$ cat config.mk
export PLATFORM = sky130hd
export DESIGN_NAME = rot_arb_seq
export DESIGN_NICKNAME = d
export VERILOG_FILES = /design/src/rtl/rot_arb_seq.sv
export SDC_FILE = /design/constraint.sdc
export NUM_CORES = 1
export LEC_CHECK = 0
export ABC_AREA = 1
export CAP_MARGIN = 15
export CELL_PAD_IN_SITES_DETAIL_PLACEMENT = 0
export CELL_PAD_IN_SITES_GLOBAL_PLACEMENT = 1
export CORE_UTILIZATION = 35
export CTS_CLUSTER_DIAMETER = 150
export DETAILED_ROUTE_END_ITERATION = 7
export DONT_BUFFER_PORTS = 1
export PLACE_DENSITY = 0.79
export SYNTH_ARGS = -nofsm -noshare
export SYNTH_HDL_FRONTEND = slang
export SYNTH_SLANG_ARGS = --single-unit
$ cat constraint.sdc
create_clock -name clk -period 2.3 [get_ports clk]
set_input_delay 0.23 -clock clk [delete_from_list [all_inputs] [get_ports clk]]
set_output_delay 0.23 -clock clk [all_outputs]
set_load 0.1 [all_outputs]
$ cat src/rtl/rot_arb_seq.sv
// Round-robin arbitrated rotate-right unit: rotates the low FIELD_W bits of A by B,
// one bit per cycle, or in a single cycle when ROT_FASTPATH_EN is defined.
module rot_arb_seq #(
  parameter int DATA_W  = 32,
  parameter int FIELD_W = 8
) (
  input  logic              clk,
  input  logic              rst,
  input  logic              req0_valid,
  output logic              req0_ready,
  input  logic [DATA_W-1:0] req0_a,
  input  logic [DATA_W-1:0] req0_b,
  input  logic              req1_valid,
  output logic              req1_ready,
  input  logic [DATA_W-1:0] req1_a,
  input  logic [DATA_W-1:0] req1_b,
  output logic              rsp_valid,
  input  logic              rsp_ready,
  output logic [DATA_W-1:0] rsp_data,
  output logic              rsp_id,
  output logic              busy
);

  localparam int CNT_W = $clog2(FIELD_W);

  typedef enum logic [1:0] {
    ST_IDLE   = 2'd0,
    ST_ROTATE = 2'd1,
    ST_DONE   = 2'd2
  } state_t;

  state_t              state_q, state_d;
  logic [DATA_W-1:0]   work_q, work_d;
  logic [CNT_W-1:0]    cnt_q, cnt_d;
  logic                id_q, id_d;
  logic                ptr_q, ptr_d;

  logic                grant_s;
  logic                accept_s;
  logic [DATA_W-1:0]   sel_a_s;
  logic [DATA_W-1:0]   sel_b_s;
  logic                in_range_s;
  logic [CNT_W-1:0]    amt_s;

`ifdef ROT_FASTPATH_EN
  function automatic logic [FIELD_W-1:0] rotr_field(input logic [FIELD_W-1:0] f,
                                                    input logic [CNT_W-1:0]   n);
    logic [FIELD_W-1:0] r;
    r = f;
    for (int i = 0; i < FIELD_W; i++) begin
      r[i] = f[(i + int'(n)) % FIELD_W];
    end
    return r;
  endfunction
`endif

  // Pointer only breaks ties; a lone valid requester always wins.
  assign grant_s    = (req0_valid && req1_valid) ? ptr_q : req1_valid;
  assign accept_s   = (state_q == ST_IDLE) && (req0_valid || req1_valid);
  assign sel_a_s    = grant_s ? req1_a : req0_a;
  assign sel_b_s    = grant_s ? req1_b : req0_b;
  assign in_range_s = (sel_b_s < DATA_W'(FIELD_W));
  assign amt_s      = sel_b_s[CNT_W-1:0];

  assign req0_ready = !rst && (state_q == ST_IDLE) && req0_valid && !grant_s;
  assign req1_ready = !rst && (state_q == ST_IDLE) && req1_valid &&  grant_s;
  assign rsp_valid  = (state_q == ST_DONE);
  assign rsp_data   = work_q;
  assign rsp_id     = id_q;
  assign busy       = (state_q != ST_IDLE);

  always_comb begin
    state_d = state_q;
    work_d  = work_q;
    cnt_d   = cnt_q;
    id_d    = id_q;
    ptr_d   = ptr_q;
    case (state_q)
      ST_IDLE: begin
        if (accept_s) begin
          work_d = sel_a_s;
          id_d   = grant_s;
          ptr_d  = ~grant_s;
`ifdef ROT_FASTPATH_EN
          if (in_range_s) begin
            work_d[FIELD_W-1:0] = rotr_field(sel_a_s[FIELD_W-1:0], amt_s);
          end else begin
            work_d[FIELD_W-1:0] = sel_a_s[FIELD_W-1:0];
          end
          cnt_d   = '0;
          state_d = ST_DONE;
`else
          cnt_d = in_range_s ? amt_s : '0;
          if (in_range_s && (amt_s != '0)) begin
            state_d = ST_ROTATE;
          end else begin
            state_d = ST_DONE;
          end
`endif
        end else begin
          state_d = ST_IDLE;
        end
      end
      ST_ROTATE: begin
        work_d = {work_q[DATA_W-1:FIELD_W], work_q[0], work_q[FIELD_W-1:1]};
        cnt_d  = cnt_q - 1'b1;
        if (cnt_q == CNT_W'(1)) begin
          state_d = ST_DONE;
        end else begin
          state_d = ST_ROTATE;
        end
      end
      ST_DONE: begin
        if (rsp_ready) begin
          state_d = ST_IDLE;
        end else begin
          state_d = ST_DONE;
        end
      end
      default: begin
        state_d = ST_IDLE;
      end
    endcase
  end

  always_ff @(posedge clk) begin
    if (rst) begin
      state_q <= ST_IDLE;
      work_q  <= '0;
      cnt_q   <= '0;
      id_q    <= 1'b0;
      ptr_q   <= 1'b0;
    end else begin
      state_q <= state_d;
      work_q  <= work_d;
      cnt_q   <= cnt_d;
      id_q    <= id_d;
      ptr_q   <= ptr_d;
    end
  end

endmodule

**Word level (Yosys, flattened, before mapping)**

Index checks and enable logic that the tools add are counted.

- Register bits after elaboration: 39
- Input bits: 133
- Output and inout port bits: 37
- Logic and storage cells: 45

- $add $sub $neg: 1
- Order comparisons: 1
- Eq/ne operators: 4
- Multiplexer cells: 13
- Bitwise logic cells: 2
- Reduce and logical (&&, ||, !) cells: 18

Operators by type and width:

| cell | count |
|---|---|
| $mux W32 | 3 |
| $pmux W32 S2 | 1 |
| $lt A32 B4 Y1 const B | 1 |
| $logic_and A1 B1 Y1 | 8 |
| $mux W2 | 4 |
| $mux W3 | 2 |
| $pmux W2 S3 | 1 |
| $pmux W3 S2 | 1 |
| $reduce_and A2 Y1 | 2 |
| $reduce_bool A2 Y1 | 2 |
| $eq A3 B1 Y1 const B | 1 |
| $reduce_and A3 Y1 | 1 |
| $reduce_bool A3 Y1 | 1 |
| $sub A3 B1 Y3 const B | 1 |
| $eq A2 B1 Y1 const B | 1 |
| $eq A2 B2 Y1 const B | 1 |
| $logic_not A1 Y1 | 2 |
| $logic_not A2 Y1 | 1 |
| $ne A2 B2 Y1 const B | 1 |
| $not A1 Y1 | 2 |
| $logic_or A1 B1 Y1 | 1 |
| $mux W1 | 1 |

**Depth between registers and ports, before layout**

- Depth in word-level cells: 8
- Gate-level depth with buffers: 11
- Depth with buffers taken out: 10

**Least setup slack after synthesis**

OpenSTA, ideal clock, no wires.

- Path type: register to output
- Start: register ptr_q
- End: output port req0_ready
- Data arrival time: 2.855 ns
- Data required time: 2.070 ns
- Path slack: -0.785 ns
- Cell stages (with the launch flop): 5
- Path buffers: 1
- Cells stage by stage: dfxtp_1 inv_1 a21oi_4 buf_2 nor3b_1

- Word-level cells in the longest chain between the ends: 3

RTL lines:

| element | line | source |
|---|---|---|
| from (decl) | 36 | `logic ptr_q, ptr_d;` |
| from (signal assigned) | 138 | `ptr_q <= ptr_d;` |
| $mux W1 | 58 | `assign grant_s = (req0_valid && req1_valid) ? ptr_q : req1_valid;` |
| $logic_not A1 Y1 | 65 | `assign req0_ready = !rst && (state_q == ST_IDLE) && req0_valid && !grant_s;` |
| $logic_and A1 B1 Y1 | 65 |  |
| to (decl) | 10 | `output logic req0_ready,` |

Every way passes these cells.

**Worst setup path after layout**

- Start: register state_q[1]
- End: output port req0_ready

- Word-level cells in the longest chain between the ends: 4

RTL lines:

| element | line | source |
|---|---|---|
| from (decl) | 32 | `state_t state_q, state_d;` |
| from (signal assigned) | 134 | `state_q <= state_d;` |
| $logic_not A2 Y1 | 65 |  |
| $logic_and A1 B1 Y1 (3 in series) | 65 |  |

Every way passes these cells.

==> reports/results.tsv <==
metric	value	unit
main combinational cell family by area after synthesis	simple AND/OR/NAND/NOR gates	
max_cap viols	0	
xor and xnor area share after synthesis	0	%
Initial Utilization	36.3	%
worst hold endpoint	rsp_data[10]$_SDFFE_PP0P_	
synthesized instance count	345	
Worst setup EP type	output port	
Max Root-Sink Buffers	2	
final antenna-violating net count	0	
first-pass GRT wire length	9.15	mm
Reg clk slew, reported paths	0.07	ns
H-tree depth	2	
layout cell share with drive strength beyond 1	16.8	%
Area Growth Syn to Fin	21.4	%
predominant post-synthesis flop cell	dfxtp_1	
Die Ht	80.6	um
Slew Limit Headroom	28.8	%
largest net degree at the start of global routing	35	
power density over the cells	767	mW/mm^2
hpwl dp	4.43	mm
asr flop ratio synth	0	%
Final setup viols	0	
mux contribution to synthesized area	0	%
Startpoint Class	flop	
GP Congestion	0.718	
antenna violations before repair	0	
number of buffers added on ports	0	
final worst path period share	75.3	%
post-CTS setup buffer count	0	
type of the worst setup path	flop to output port	
Setup Total Neg Slack	0	ns
Core ar.	0.00596	mm^2
fin crit period	1.73	ns
hold depth	1	
grt total ovfl	0	
Syn Nets	480	
Final Hold Fails	0	
Ant. Diodes	0	
post-synth cell types	32	
Num CTS Buffers	5	
row cnt	28	
vias in the first global route	2014	
worst r2r src	ptr_q$_SDFFE_PP0P_	
Seq cells post-synth	39	
Clock Tree Root	clkbuf_8	
initial DRC count	93	
Ys Warns	0	
Post-synth EDFFs	0	
Leak	0.00111	uW
Synth Area in Compound Gates	21.7	%
drt wl/cell	13.4	um
FMAX	577	MHz
Worst Max-Slew Pin Slew	1.06	ns
peak supply drop	320	uV
Slowest-stage cell, CP	dfxtp_1	
largest cells by area after synthesis	dfxtp_1, nor2_1, nand2_1	
cell taking the most area after synthesis	dfxtp_1	
Global Route Usage Sum	18.2	%
clk sinks	39	
Seq/Total Area, Yosys	36.1	%
RSZ-0062 raised after global routing	no	
worst min path class	primary input to flop	
Max stage delay on crit path	0.34	ns
skew final	0.00706	ns
worst min-delay path startpoint	rst	
Reg2Reg Setup Slack	0.65	ns
1st-pass router iterations	7	
total number of vias	2292	
Mapped Area	0.00216	mm^2
Post-Synth Simple-Gate Area	32.7	%
status	finished clean	
R2R Path End	state_q[1]$_SDFF_PP0_	
Worst Reg-to-Reg Cells	10	
vias per inst	5.04	
worst-path fanout max	3	
syn avg cell area	6.27	um^2
CTS tree	built	
WP data required	2.07	ns
critical path cell sequence	nor2_2 -> nand2_1 -> nor3b_4 -> buf_4	
Residual DRC	0	
Critical Path AT	1.50	ns
die area	0.00650	mm^2
Design Power	2010	uW
NumNets Final	514	
Clk Latency, worst-skew pair	0.28	ns
io pins	170	
final WL	6.11	mm
DIE WIDTH	80.6	um
Final Max Tran Viols	0	
FILL cells	657	
share of the synthesized area in the top cell type	36.1	%
Adder-Cell Fraction of Synth Area	1.16	%
[synthesized netlist by cell type (all sizes together), types with 2 or more instances]
cell type	count
nor2	93
dfxtp	39
nand3	7
a31oi	5
ha	2
o21ai	34
clkbuf	9
buf	9
a221oi	4
a21oi	34
nand2	72
or2	2
inv	25
o21bai	4
[critical path, delay by kind of cell (launching register included)]
family | cells | cell delay [ns]
flip-flops | 1 | 0.34
buffers and inverters | 1 | 0.31
AND/OR/NAND/NOR | 3 | 0.58
[area by class of cell]
class                           count  area, um^2  area share (%)
Multi-Input combinational cell    263        1230            46.8
Sequential cell                    39         781            29.7
Timing Repair Buffer               45         345            13.1
Inverter                           25        93.8            3.57
Tap cell                           75        93.8            3.57
Clock buffer                        6        72.6            2.76
Clock inverter                      2        12.5           0.476
[metal layers]
layer | GRT usage (%) | vias up | share of wire, % | routed length [um]
li1 | - | 1175 | - | -
met2 | 30.7 | 88 | 49 | 2980
met1 | 23.3 | 1027 | 43 | 2630
met5 | 0 | - | 0 | 0
met3 | 4.55 | 2 | 7.9 | 484
met4 | 3.75 | 0 | 0.26 | 16
[power breakdown]
part / switching [uW] / total, uW / internal [uW]
clock network: 240 / 452 / 212
registers: 17.8 / 751 / 733
logic: 635 / 812 / 176
[worst max-delay path by stage]
stage | slack [ns] | endpoint | start | depth (start not counted)
after floorplan | 0.12 | req1_ready | ptr_q$_SDFFE_PP0P_ | 5
after global placement | 0.71 | ptr_q$_SDFFE_PP0P_ | req1_valid | 4
after detailed placement | 0.68 | state_q[1]$_SDFF_PP0_ | ptr_q$_SDFFE_PP0P_ | 10
after CTS | 0.54 | req1_ready | ptr_q$_SDFFE_PP0P_ | 5
after global routing | 0.48 | req1_ready | ptr_q$_SDFFE_PP0P_ | 5
final | 0.57 | req0_ready | state_q[1]$_SDFF_PP0_ | 4
[repair_timing]
item,CTS,global route
hold buffers,2,1
hold endpoints to repair,27,2
gates resized for setup,0,0
[cells in the final DEF (no fill, tap or decap), drive strengths merged]
cell type,netlist,layout
nor2,93,93
nand2,72,72
buf,9,42
dfxtp,39,39
a21oi,34,34
o21ai,34,34
inv,25,25
nand3,7,7
clkbuf,9,6
a31oi,5,5
o21bai,4,4
a221oi,4,4
dlygate4sd3,0,3
ha,2,2
or2,2,2
nor3b,1,1
nand4,1,1
or3,1,1
o22ai,1,1
nor3,1,1
o21a,1,1
clkinvlp,0,1
clkinv,0,1
[sequential cells by signal, indices dropped and copies added (netlist names)]
register,count
rsp_data,32
ptr_q,1
rsp_id,1
state_q,2
cnt_q,3
[cells by family after synthesis]
logic type,count (synthesis)
fa+ha+maj,2
simple gates,178
compound gates,83
flops,39
buf+inv,43
[through the flow]
stage	instances	hold WS, ns	utilization, %	setup slack [ns]	area [um^2]
global placement	444	0.299	42.2	0.707	2510
CTS	454	0.000885	43.9	0.540	2620
detailed placement	444	0.300	42.2	0.679	2510
global route	455	0.00241	44.1	0.485	2630
finish	455	0.0117	44.1	0.568	2630
floorplan	345	0.414	-	0.121	2170
(Power assumes the default switching activity.)
